[src/rtl/ps2_pkg.sv]
// Shared types and constants for the PS/2 keyboard receive path.
package ps2_pkg;

  typedef enum logic [1:0] {
    IDLE   = 2'd0,
    DATA   = 2'd1,
    PARITY = 2'd2,
    STOP   = 2'd3
  } ps2_state_e;

  localparam int unsigned BIT_CNT_W = 3;
  localparam int unsigned E1_CNT_W  = 3;

  localparam logic [7:0] PS2_E0 = 8'hE0;
  localparam logic [7:0] PS2_E1 = 8'hE1;
  localparam logic [7:0] PS2_F0 = 8'hF0;

  // Bytes following an E1 prefix that belong to the Pause sequence
  localparam logic [E1_CNT_W-1:0] E1_SKIP = E1_CNT_W'(7);

endpackage

[src/rtl/ps2_rx_ctrl_if.sv]
// PS/2 line inputs and decoded scan-code outputs of the receiver.
interface ps2_rx_ctrl_if;

  logic       PS2_CLK;
  logic       PS2_DAT;
  logic       ps2_data_clk;
  logic [7:0] ps2_data;
  logic       ps2_ext;
  logic       frame_err;

  modport master (
    output PS2_CLK, PS2_DAT,
    input  ps2_data_clk, ps2_data, ps2_ext, frame_err
  );

  modport slave (
    input  PS2_CLK, PS2_DAT,
    output ps2_data_clk, ps2_data, ps2_ext, frame_err
  );

endinterface

[src/rtl/ps2_line_filter.sv]
// Synchronizes the raw PS/2 lines, deglitches PS2_CLK and emits a one-cycle
// event on each filtered falling edge together with the data level sampled then.
module ps2_line_filter #(
  parameter int unsigned FILT_LEN = 8
) (
  input  logic clk,
  input  logic rst_n,
  input  logic i_ps2_clk,
  input  logic i_ps2_dat,
  output logic o_evt,
  output logic o_evt_dat
);

  localparam int unsigned CNT_W = (FILT_LEN > 1) ? $clog2(FILT_LEN) : 1;

  logic [1:0]       r_clk_sync;
  logic [1:0]       r_dat_sync;
  logic             r_filt;
  logic [CNT_W-1:0] r_cnt;

  logic w_diff;
  logic w_accept;

  // A level change is taken only after FILT_LEN consecutive differing samples
  assign w_diff   = (r_clk_sync[1] != r_filt);
  assign w_accept = w_diff && (r_cnt == CNT_W'(FILT_LEN - 1));

  always_ff @(posedge clk or negedge rst_n) begin
    if (!rst_n) begin
      r_clk_sync <= 2'b11;
      r_dat_sync <= 2'b11;
      r_filt     <= 1'b1;
      r_cnt      <= '0;
      o_evt      <= 1'b0;
      o_evt_dat  <= 1'b1;
    end else begin
      r_clk_sync <= {r_clk_sync[0], i_ps2_clk};
      r_dat_sync <= {r_dat_sync[0], i_ps2_dat};
      if (!w_diff || w_accept) begin
        r_cnt <= '0;
      end else begin
        r_cnt <= r_cnt + CNT_W'(1);
      end
      if (w_accept) begin
        r_filt <= r_clk_sync[1];
      end
      o_evt     <= w_accept && r_filt;
      o_evt_dat <= r_dat_sync[1];
    end
  end

endmodule

[src/rtl/ps2_rx_ctrl.sv]
// PS/2 keyboard receiver: frames bytes off the line, checks parity/stop/timeout
// and folds E0/E1/F0 prefixes into strobed scan codes for the keyboard matrix.
module ps2_rx_ctrl
  import ps2_pkg::*;
#(
  parameter int unsigned FILT_LEN = 8,
  parameter int unsigned TIMEOUT  = 50000
) (
  input  logic          CLOCK_50,
  input  logic          RESET_N,
  ps2_rx_ctrl_if.slave  ps2
);

  localparam int unsigned TO_W = $clog2(TIMEOUT + 1);

  logic w_evt;
  logic w_evt_dat;

  ps2_line_filter #(.FILT_LEN(FILT_LEN)) u_line_filter (
    .clk       (CLOCK_50),
    .rst_n     (RESET_N),
    .i_ps2_clk (ps2.PS2_CLK),
    .i_ps2_dat (ps2.PS2_DAT),
    .o_evt     (w_evt),
    .o_evt_dat (w_evt_dat)
  );

  ps2_state_e            r_state,   w_state_nxt;
  logic [BIT_CNT_W-1:0]  r_bit_cnt, w_bit_cnt_nxt;
  logic [7:0]            r_shift,   w_shift_nxt;
  logic                  r_parity,  w_parity_nxt;
  logic [TO_W-1:0]       r_to_cnt,  w_to_cnt_nxt;
  logic                  r_e0,      w_e0_nxt;
  logic [E1_CNT_W-1:0]   r_e1_cnt,  w_e1_nxt;
  logic                  r_strobe,  w_strobe_nxt;
  logic [7:0]            r_data,    w_data_nxt;
  logic                  r_ext,     w_ext_nxt;
  logic                  r_err,     w_err_nxt;
  logic                  w_frame_end;
  logic                  w_frame_ok;

  always_ff @(posedge CLOCK_50 or negedge RESET_N) begin
    if (!RESET_N) begin
      r_state   <= IDLE;
      r_bit_cnt <= '0;
      r_shift   <= '0;
      r_parity  <= 1'b0;
      r_to_cnt  <= '0;
      r_e0      <= 1'b0;
      r_e1_cnt  <= '0;
      r_strobe  <= 1'b0;
      r_data    <= 8'h00;
      r_ext     <= 1'b0;
      r_err     <= 1'b0;
    end else begin
      r_state   <= w_state_nxt;
      r_bit_cnt <= w_bit_cnt_nxt;
      r_shift   <= w_shift_nxt;
      r_parity  <= w_parity_nxt;
      r_to_cnt  <= w_to_cnt_nxt;
      r_e0      <= w_e0_nxt;
      r_e1_cnt  <= w_e1_nxt;
      r_strobe  <= w_strobe_nxt;
      r_data    <= w_data_nxt;
      r_ext     <= w_ext_nxt;
      r_err     <= w_err_nxt;
    end
  end

  always_comb begin
    w_state_nxt   = r_state;
    w_bit_cnt_nxt = r_bit_cnt;
    w_shift_nxt   = r_shift;
    w_parity_nxt  = r_parity;
    w_to_cnt_nxt  = r_to_cnt;
    w_e0_nxt      = r_e0;
    w_e1_nxt      = r_e1_cnt;
    w_strobe_nxt  = 1'b0;
    w_data_nxt    = r_data;
    w_ext_nxt     = r_ext;
    w_err_nxt     = 1'b0;
    w_frame_end   = 1'b0;
    w_frame_ok    = 1'b0;

    if ((r_state == IDLE) || w_evt) begin
      w_to_cnt_nxt = '0;
    end else begin
      w_to_cnt_nxt = r_to_cnt + TO_W'(1);
    end

    case (r_state)
      IDLE: begin
        if (w_evt && !w_evt_dat) begin
          w_state_nxt   = DATA;
          w_bit_cnt_nxt = '0;
        end
      end
      DATA: begin
        if (w_evt) begin
          w_shift_nxt   = {w_evt_dat, r_shift[7:1]};
          w_bit_cnt_nxt = r_bit_cnt + BIT_CNT_W'(1);
          if (r_bit_cnt == BIT_CNT_W'(7)) begin
            w_state_nxt = PARITY;
          end
        end
      end
      PARITY: begin
        if (w_evt) begin
          w_parity_nxt = w_evt_dat;
          w_state_nxt  = STOP;
        end
      end
      STOP: begin
        if (w_evt) begin
          w_state_nxt = IDLE;
          w_frame_end = 1'b1;
          w_frame_ok  = w_evt_dat && (^{r_shift, r_parity});
        end
      end
      default: w_state_nxt = IDLE;
    endcase

    // Stalled line mid-frame; a coincident sample event takes precedence
    if ((r_state != IDLE) && !w_evt && (r_to_cnt == TO_W'(TIMEOUT - 1))) begin
      w_state_nxt = IDLE;
      w_frame_end = 1'b1;
      w_frame_ok  = 1'b0;
    end

    if (w_frame_end) begin
      if (!w_frame_ok) begin
        w_err_nxt = 1'b1;
        w_e0_nxt  = 1'b0;
        w_e1_nxt  = '0;
      end else if (r_e1_cnt != '0) begin
        w_e1_nxt = r_e1_cnt - E1_CNT_W'(1);
      end else if (r_shift == PS2_E1) begin
        w_e1_nxt = E1_SKIP;
      end else if (r_shift == PS2_E0) begin
        w_e0_nxt = 1'b1;
      end else begin
        w_strobe_nxt = 1'b1;
        w_data_nxt   = r_shift;
        w_ext_nxt    = r_e0;
        // E0 must survive F0 so the following break code is still extended
        if (r_shift != PS2_F0) begin
          w_e0_nxt = 1'b0;
        end
      end
    end
  end

  assign ps2.ps2_data_clk = r_strobe;
  assign ps2.ps2_data     = r_data;
  assign ps2.ps2_ext      = r_ext;
  assign ps2.frame_err    = r_err;

endmodule

[src/flat_wrapper.sv]
// flat-port wrapper written by rule: the top's interface ports become plain ports
module ps2_rx_ctrl_flat import ps2_pkg::*;
#(
  parameter int unsigned FILT_LEN = 8,
  parameter int unsigned TIMEOUT  = 50000
)
  (CLOCK_50, RESET_N, ps2_PS2_CLK, ps2_PS2_DAT, ps2_ps2_data_clk, ps2_ps2_data, ps2_ps2_ext, ps2_frame_err);
  ps2_rx_ctrl_if ps2_i ();
  input  logic CLOCK_50;
  input  logic RESET_N;
  input wire logic [$bits(ps2_i.PS2_CLK)-1:0] ps2_PS2_CLK;
  input wire logic [$bits(ps2_i.PS2_DAT)-1:0] ps2_PS2_DAT;
  output wire logic [$bits(ps2_i.ps2_data_clk)-1:0] ps2_ps2_data_clk;
  output wire logic [$bits(ps2_i.ps2_data)-1:0] ps2_ps2_data;
  output wire logic [$bits(ps2_i.ps2_ext)-1:0] ps2_ps2_ext;
  output wire logic [$bits(ps2_i.frame_err)-1:0] ps2_frame_err;
  assign ps2_i.PS2_CLK = ps2_PS2_CLK;
  assign ps2_i.PS2_DAT = ps2_PS2_DAT;
  assign ps2_ps2_data_clk = ps2_i.ps2_data_clk;
  assign ps2_ps2_data = ps2_i.ps2_data;
  assign ps2_ps2_ext = ps2_i.ps2_ext;
  assign ps2_frame_err = ps2_i.frame_err;
  ps2_rx_ctrl #(.FILT_LEN(FILT_LEN), .TIMEOUT(TIMEOUT)) u_core (.CLOCK_50(CLOCK_50), .RESET_N(RESET_N), .ps2(ps2_i));
endmodule
[config.mk]
export PLATFORM = sky130hd
export DESIGN_NAME = ps2_rx_ctrl_flat
export DESIGN_NICKNAME = d
export VERILOG_FILES = /design/src/rtl/ps2_pkg.sv /design/src/rtl/ps2_rx_ctrl_if.sv /design/src/rtl/ps2_line_filter.sv /design/src/rtl/ps2_rx_ctrl.sv /design/src/flat_wrapper.sv
export SDC_FILE = /design/constraint.sdc
export NUM_CORES = 1
export LEC_CHECK = 0
export ABC_AREA = 1
export BUFFER_PORTS_ARGS = -buffer_cell sky130_fd_sc_hd__buf_4
export CORE_AREA = 2 2 64 96
export CTS_CLUSTER_SIZE = 40
export DETAILED_ROUTE_END_ITERATION = 16
export DIE_AREA = 0 0 66 98
export GPL_TIMING_DRIVEN = 0
export PLACE_DENSITY = 0.7
export REMOVE_ABC_BUFFERS = 1
export SYNTH_ARGS = -nofsm -noshare
export SYNTH_HDL_FRONTEND = slang
export SYNTH_SLANG_ARGS = --single-unit
[constraint.sdc]
create_clock -name CLOCK_50 -period 2.08 [get_ports CLOCK_50]
set_input_delay 0.416 -clock CLOCK_50 [delete_from_list [all_inputs] [get_ports CLOCK_50]]
set_output_delay 0.416 -clock CLOCK_50 [all_outputs]
set_load 0.05 [all_outputs]
# Word level (Yosys, flattened, before mapping)
# Index checks and enable logic that the tools add are counted.
dict set report classes {
  bitwise 3
  eq_ne 21
  muxes 33
  n_addsub 4
  reduce_logical 23
}
# op n
set op_table {}
lappend op_table {{$mux W1} 18}
lappend op_table {{$mux W3} 6}
lappend op_table {{$add A16 B1 Y16 const B} 1}
lappend op_table {{$eq A16 B16 Y1 const B} 1}
lappend op_table {{$eq A8 B8 Y1 const B} 2}
lappend op_table {{$mux W16} 1}
lappend op_table {{$mux W2} 6}
lappend op_table {{$reduce_and A5 Y1} 2}
lappend op_table {{$ne A3 B2 Y1 const B} 3}
lappend op_table {{$ne A3 B3 Y1 const B} 3}
lappend op_table {{$reduce_xor A9 Y1} 1}
lappend op_table {{$ne A2 B2 Y1 const B} 4}
lappend op_table {{$ne A8 B8 Y1 const B} 1}
lappend op_table {{$pmux W2 S4} 1}
lappend op_table {{$add A3 B1 Y3 const B} 2}
lappend op_table {{$eq A3 B3 Y1 const B} 2}
lappend op_table {{$logic_and A1 B1 Y1} 6}
lappend op_table {{$pmux W3 S2} 1}
lappend op_table {{$reduce_and A2 Y1} 3}
lappend op_table {{$eq A2 B2 Y1 const B} 2}
lappend op_table {{$reduce_and A4 Y1} 1}
lappend op_table {{$reduce_bool A2 Y1} 2}
lappend op_table {{$logic_not A1 Y1} 3}
lappend op_table {{$ne A3 B1 Y1 const B} 1}
lappend op_table {{8 further kinds} 11}
dict set report totals {
  inputBits 4
  reg_bits 55
  elab_cells 101
}

# Depth between registers and ports, before layout
dict set report logic_depth {
  depth_word 7
  ltp_mapped 12
  mapped_depth_nobuf 12
}

# By module
# Synthesis repeated with hierarchy kept, for this count alone.
dict set report unflattened {
  cells_unflattened 318
  area_unflattened_um2 2678.8
}
# mod instances area_per_inst_um2 cells_per_inst
set modules_own_cells {}
lappend modules_own_cells {ps2_rx_ctrl 1 2336.0 293}
lappend modules_own_cells {ps2_line_filter 1 342.8 25}

# Least setup slack after synthesis
# No wires, ideal clock.
dict set report synth_path {
  path_kind {register to register}
  from {reg u_core.r_state[0]}
  to {reg u_core.r_e1_cnt[2]}
  arrival_time_ps 1523
  path_slack_ps 440
  path_buffers 0
  stages_incl_launch_ff 11
  t_required_ps 1963
  path_cell_list {dfrtp_1 -> inv_1 -> ha_1 -> inv_1 -> nand2_4 -> nor3_1 -> nand3_1 -> nand2_2 -> nand2_1 -> o21ai_1 -> nor2_1}
}
dict set report synth_via {
  elab_chain_len 6
  elab_cells_between_ends 11
  classes_between {eq/ne: 2; mux: 5; reduce/logical: 4}
}
# item line
set synth_rtl {}
lappend synth_rtl {{from (decl)} ps2_rx_ctrl.sv:28} ;# ps2_state_e r_state, w_state_nxt;
lappend synth_rtl {{from (signal assigned)} ps2_rx_ctrl.sv:56} ;# r_state <= w_state_nxt;
lappend synth_rtl {{$reduce_bool A2 Y1} ps2_rx_ctrl.sv:124} ;# if ((r_state != IDLE) && !w_evt && (r_to_cnt == TO_W'(TIMEOUT - 1))) begin
lappend synth_rtl {{$logic_and A1 B1 Y1 (2 in a row)} ps2_rx_ctrl.sv:124}
lappend synth_rtl {{$mux W1} ps2_rx_ctrl.sv:124}
lappend synth_rtl {{$ne A3 B3 Y1 (no source line)} --}
lappend synth_rtl {{$reduce_and A2 Y1 (no source line)} --}
lappend synth_rtl {{to (signal assigned)} ps2_rx_ctrl.sv:62} ;# r_e1_cnt <= w_e1_nxt;
lappend synth_rtl {{to (decl)} ps2_rx_ctrl.sv:34} ;# logic [E1_CNT_W-1:0] r_e1_cnt, w_e1_nxt;
# Parallel ways exist; a longest one is shown, timed or not.
# A chain may end at the register's enable or synchronous reset.

# Final worst setup path
dict set report layout_path {
  from {reg u_core.r_state[0]}
  to {reg u_core.r_e0}
}
dict set report layout_via {
  elab_chain_len 6
  elab_cells_between_ends 13
  classes_between {eq/ne: 4; mux: 5; reduce/logical: 4}
}
# item line
set layout_rtl {}
lappend layout_rtl {{$reduce_bool A2 Y1} ps2_rx_ctrl.sv:124}
lappend layout_rtl {{$logic_and A1 B1 Y1 (2 in a row)} ps2_rx_ctrl.sv:124}
lappend layout_rtl {{$mux W1} ps2_rx_ctrl.sv:124}
lappend layout_rtl {{$ne A3 B3 Y1 (no source line) / $ne A2 B2 Y1 (equally long branches)} --}
lappend layout_rtl {{$reduce_and A4 Y1 (no source line)} --}
lappend layout_rtl {{to (signal assigned)} ps2_rx_ctrl.sv:61} ;# r_e0 <= w_e0_nxt;
lappend layout_rtl {{to (decl)} ps2_rx_ctrl.sv:33} ;# logic r_e0, w_e0_nxt;
# Parallel ways exist; a longest one is shown, timed or not.

==> impl_metrics.py <==
metrics = {
    "global_route": {
        "gr-total-overflow": 0,
        "grt_pass1_vias": 2046,
        "use_met1_pct": 17.6,
        "grt_use_met2_pct": 28.5,
        "grtUsageMet3_pct": 3.80,
        "grt_max_degree": 56,
        "grt_most_used_layer": "met2",
        "grtUsageTotal_pct": 15.9,
        "grt_pass1_wl_mm": 8.24,
        "antenna_found_initial": 0,
    },
    "placed_design": {
        "routabilityCongestion": 0.819,
        "dp_hpwl_mm": 3.24,
        "postPlaceCellArea_mm2": 0.00286,
        "dp.cells": 394,
        "io_buffer_count": 14,
    },
    "timing": {
        "fin_hold_ws_ns": 0.129,
        "hold_viol": 0,
        "worstMarginPinSlew_ns": 0.667,
        "setup_tns_ns": 0,
        "fmax_mhz": 538,
        "period_minus_slack_ns": 1.86,
        "fin_crit_sh_pct": 89.3,
        "relSlewSlack_pct": 55.6,
        "grt_setup_unrepaired": "no",
        "maxSlewViolCount": 0,
        "setup_viol": 0,
        "fin_skew_ns": 0.0120,
    },
    "drt": {
        "wl_mm": 4.51,
        "drc": 0,
        "route.detailed.wl_per_inst_um": 11.2,
        "drt_iter0_drc": 106,
        "firstDrtPassIters": 4,
        "dr_total_vias": 2002,
        "ant_nets": 0,
        "viasPerCell": 4.98,
    },
    "synth": {
        "netlist_top_cells_area": "dfrtp_1 46%, nand2_1 11%, dfstp_2 5.9%",
        "yosys.area.top_type": "dfrtp_1",
        "synth.top_cell.area_share_pct": 45.6,
        "yosys_warnings": 0,
        "ys_ff_latch": 55,
        "synthCells": 311,
        "synth_cell_types": 31,
        "seq_area_frac_synth_pct": 51.5,
        "synth_area_mm2": 0.00269,
        "post_synth.cell_area_avg_um2": 8.64,
    },
    "final_layout": {
        "final_common_cell": "nand2_1",
        "layout.nets": 344,
        "fin_cells": 402,
        "layout_common_cells": "77 x nand2_1, 49 x dfrtp_1, 37 x inv_1, 28 x nor2_1, 18 x o21ai_0",
        "area_growth_pct": 10.2,
        "multi_input_area_mm2": 0.00113,
        "drive_gt1_share_pct": 15.8,
        "n_fill_cell": 547,
        "ff_latch_area_mm2": 0.00138,
        "design_area_mm2": 0.00296,
        "n_antenna_cell": 0,
    },
    "clock_tree": {
        "worstSkewPairLatency_ns": 0.31,
        "cts_tree": "yes",
        "htreeDepth": 2,
        "clk_pin_slew_ns": 0.11,
        "cts_max_path_buffers": 2,
        "post_cts_buffers": 0,
        "numCtsBuffers": 5,
        "clock-sinks": 55,
        "cts-root-buf": "clkbuf_8",
    },
    "pwr": {
        "powerDensity_mw_per_mm2": 781,
        "p_leak_nw": 1.43,
        "peakVddDrop_v": 0.000537,
    },
    "worst_setup_path": {
        "max_stage_delay_ns": 0.40,
        "cp-end-kind": "flip-flop",
        "rrSetupSlack_ns": 0.22,
        "crit_arrival_ns": 2.12,
        "required_ns": 2.34,
        "critPathMostFrequentCell": "nand2_1",
        "path_max_fanout": 10,
        "critPathLaunchType": "flip-flop",
        "cp_cell_sequence": "inv_1 > ha_1 > inv_1 > nand2_4 > nor3_2 > nand3_2 > nand2_2 > nand2_1 > nor3_1 > nand2_1 > nand2_1",
        "worstSetupPathType": "flip-flop to flip-flop",
        "critPathSlowestCell": "dfrtp_1",
    },
    "floorplanning": {
        "initial_core_util_pct": 47.1,
        "die_h_um": 98,
        "core_area_mm2": 0.00570,
        "io_pins": 15,
        "dieArea_mm2": 0.00647,
        "chipWidth_um": 66,
        "std_cell_rows": 34,
    },
    "run_status": {
        "run_status": "complete, no violations",
    },
    "hold_path": {
        "hp-class": "input pin to asynchronous set/reset pin",
    },
    "run": {
        "cap_violations": 0,
    },
}
==> critical path, delay by kind of cell, from the launching register on <==
kind                       cells  cell delay, ns
and+or+nand+nor                8            0.99
buffers and inverters          2            0.22
adders and majority gates      1            0.21
DFF                            1            0.40
==> routing by layer <==
layer | up-vias | routed length, µm
li1 | 1034 | -
met1 | 930 | 1920
met2 | 28 | 2350
met3 | 10 | 138
met4 | 0 | 103
met5 | - | 0
==> sequential cells by signal (all words and copies together) (netlist names), 2 cells and up <==
register,cells
u_core.r_shift,8
u_core.u_line_filter.r_clk_sync,2
u_core.u_line_filter.r_cnt,3
u_core.ps2.ps2_data,8
u_core.r_bit_cnt,3
u_core.r_state,2
u_core.r_e1_cnt,3
u_core.r_to_cnt,16
u_core.u_line_filter.r_dat_sync,2
==> logic make-up (layout without fill, tap and decap cells) <==
group,count (synthesis),in the layout,synth area share [%]
flip-flops,55,55,51.5
XOR/XNOR,7,7,2.28
buffers and inverters,45,64,6.85
AO/OA/AOI/OAI,44,44,9.69
AND/OR/NAND/NOR,149,149,24.5
adder cells (fa/ha/maj),11,11,5.12
==> power breakdown <==
part / switching [mW] / internal, mW
clock network: 0.370 / 0.249
logic: 0.311 / 0.165
registers: 0.0543 / 1.16
total: 0.736 / 1.58
==> layout make-up <==
class,count,area share (%)
flip-flops and latches,55,46.7
clock buffers,5,2.32
clock inverters,3,0.888
inverters,42,5.33
multi-input cells,211,38.1
repair buffers,14,3.55
well taps,72,3.04
==> path summary, 6_finish.rpt <==
path / from / end / depth (start not counted)
min reg2reg: u_core.u_line_filter.r_clk_sync[0] / u_core.u_line_filter.r_clk_sync[1] / 0
max reg2reg: u_core.r_state[0] / u_core.r_e0 / 11
max: u_core.r_state[0] / u_core.r_e0 / 11
min: RESET_N / u_core.r_shift[3] / 1
min in group CLOCK_50: ps2_PS2_CLK / u_core.u_line_filter.r_clk_sync[0] / 1
max in group asynchronous: RESET_N / u_core.r_parity / 1
==> per-stage QoR <==
stage	setup WS (ns)	util, %	power [mW]
after floorplan	0.440	-	1.59
after global placement	0.147	50.1	1.69
after detailed placement	0.151	50.1	1.72
after CTS	0.124	51.8	2.34
after global routing	0.0167	51.9	2.48
final	0.222	51.9	2.31
==> synthesized netlist by cell type <==
cell and count:
o21ai_0 18, inv_2 5, nand3_1 17, a21oi_2 1, nand2_2 5, nand3_4 1, xor2_1 4, dfrtp_1 49
o21ai_1 4, o31ai_1 1, ha_1 11, nor2_2 2, nand2_4 1, xnor2_1 3, nor2_1 28, a31oi_1 2
clkbuf_1 1, buf_6 2, nor3_1 8, o211ai_1 1, nor4_1 3, nand2_1 77, dfstp_2 6, nand4_1 5
nand3b_1 1, nand3_2 1, inv_1 37, o31a_1 1, o21ai_2 6, a21oi_1 9, a211oi_1 1
==> what timing repair did <==
| item | in CTS | in global routing |
|---|---|---|
| hold buffers | 0 | 0 |
| endpoints found under the setup margin | 0 | 6 |
| resized for setup | 0 | 2 |
Power figures use the tool's default switching activity.
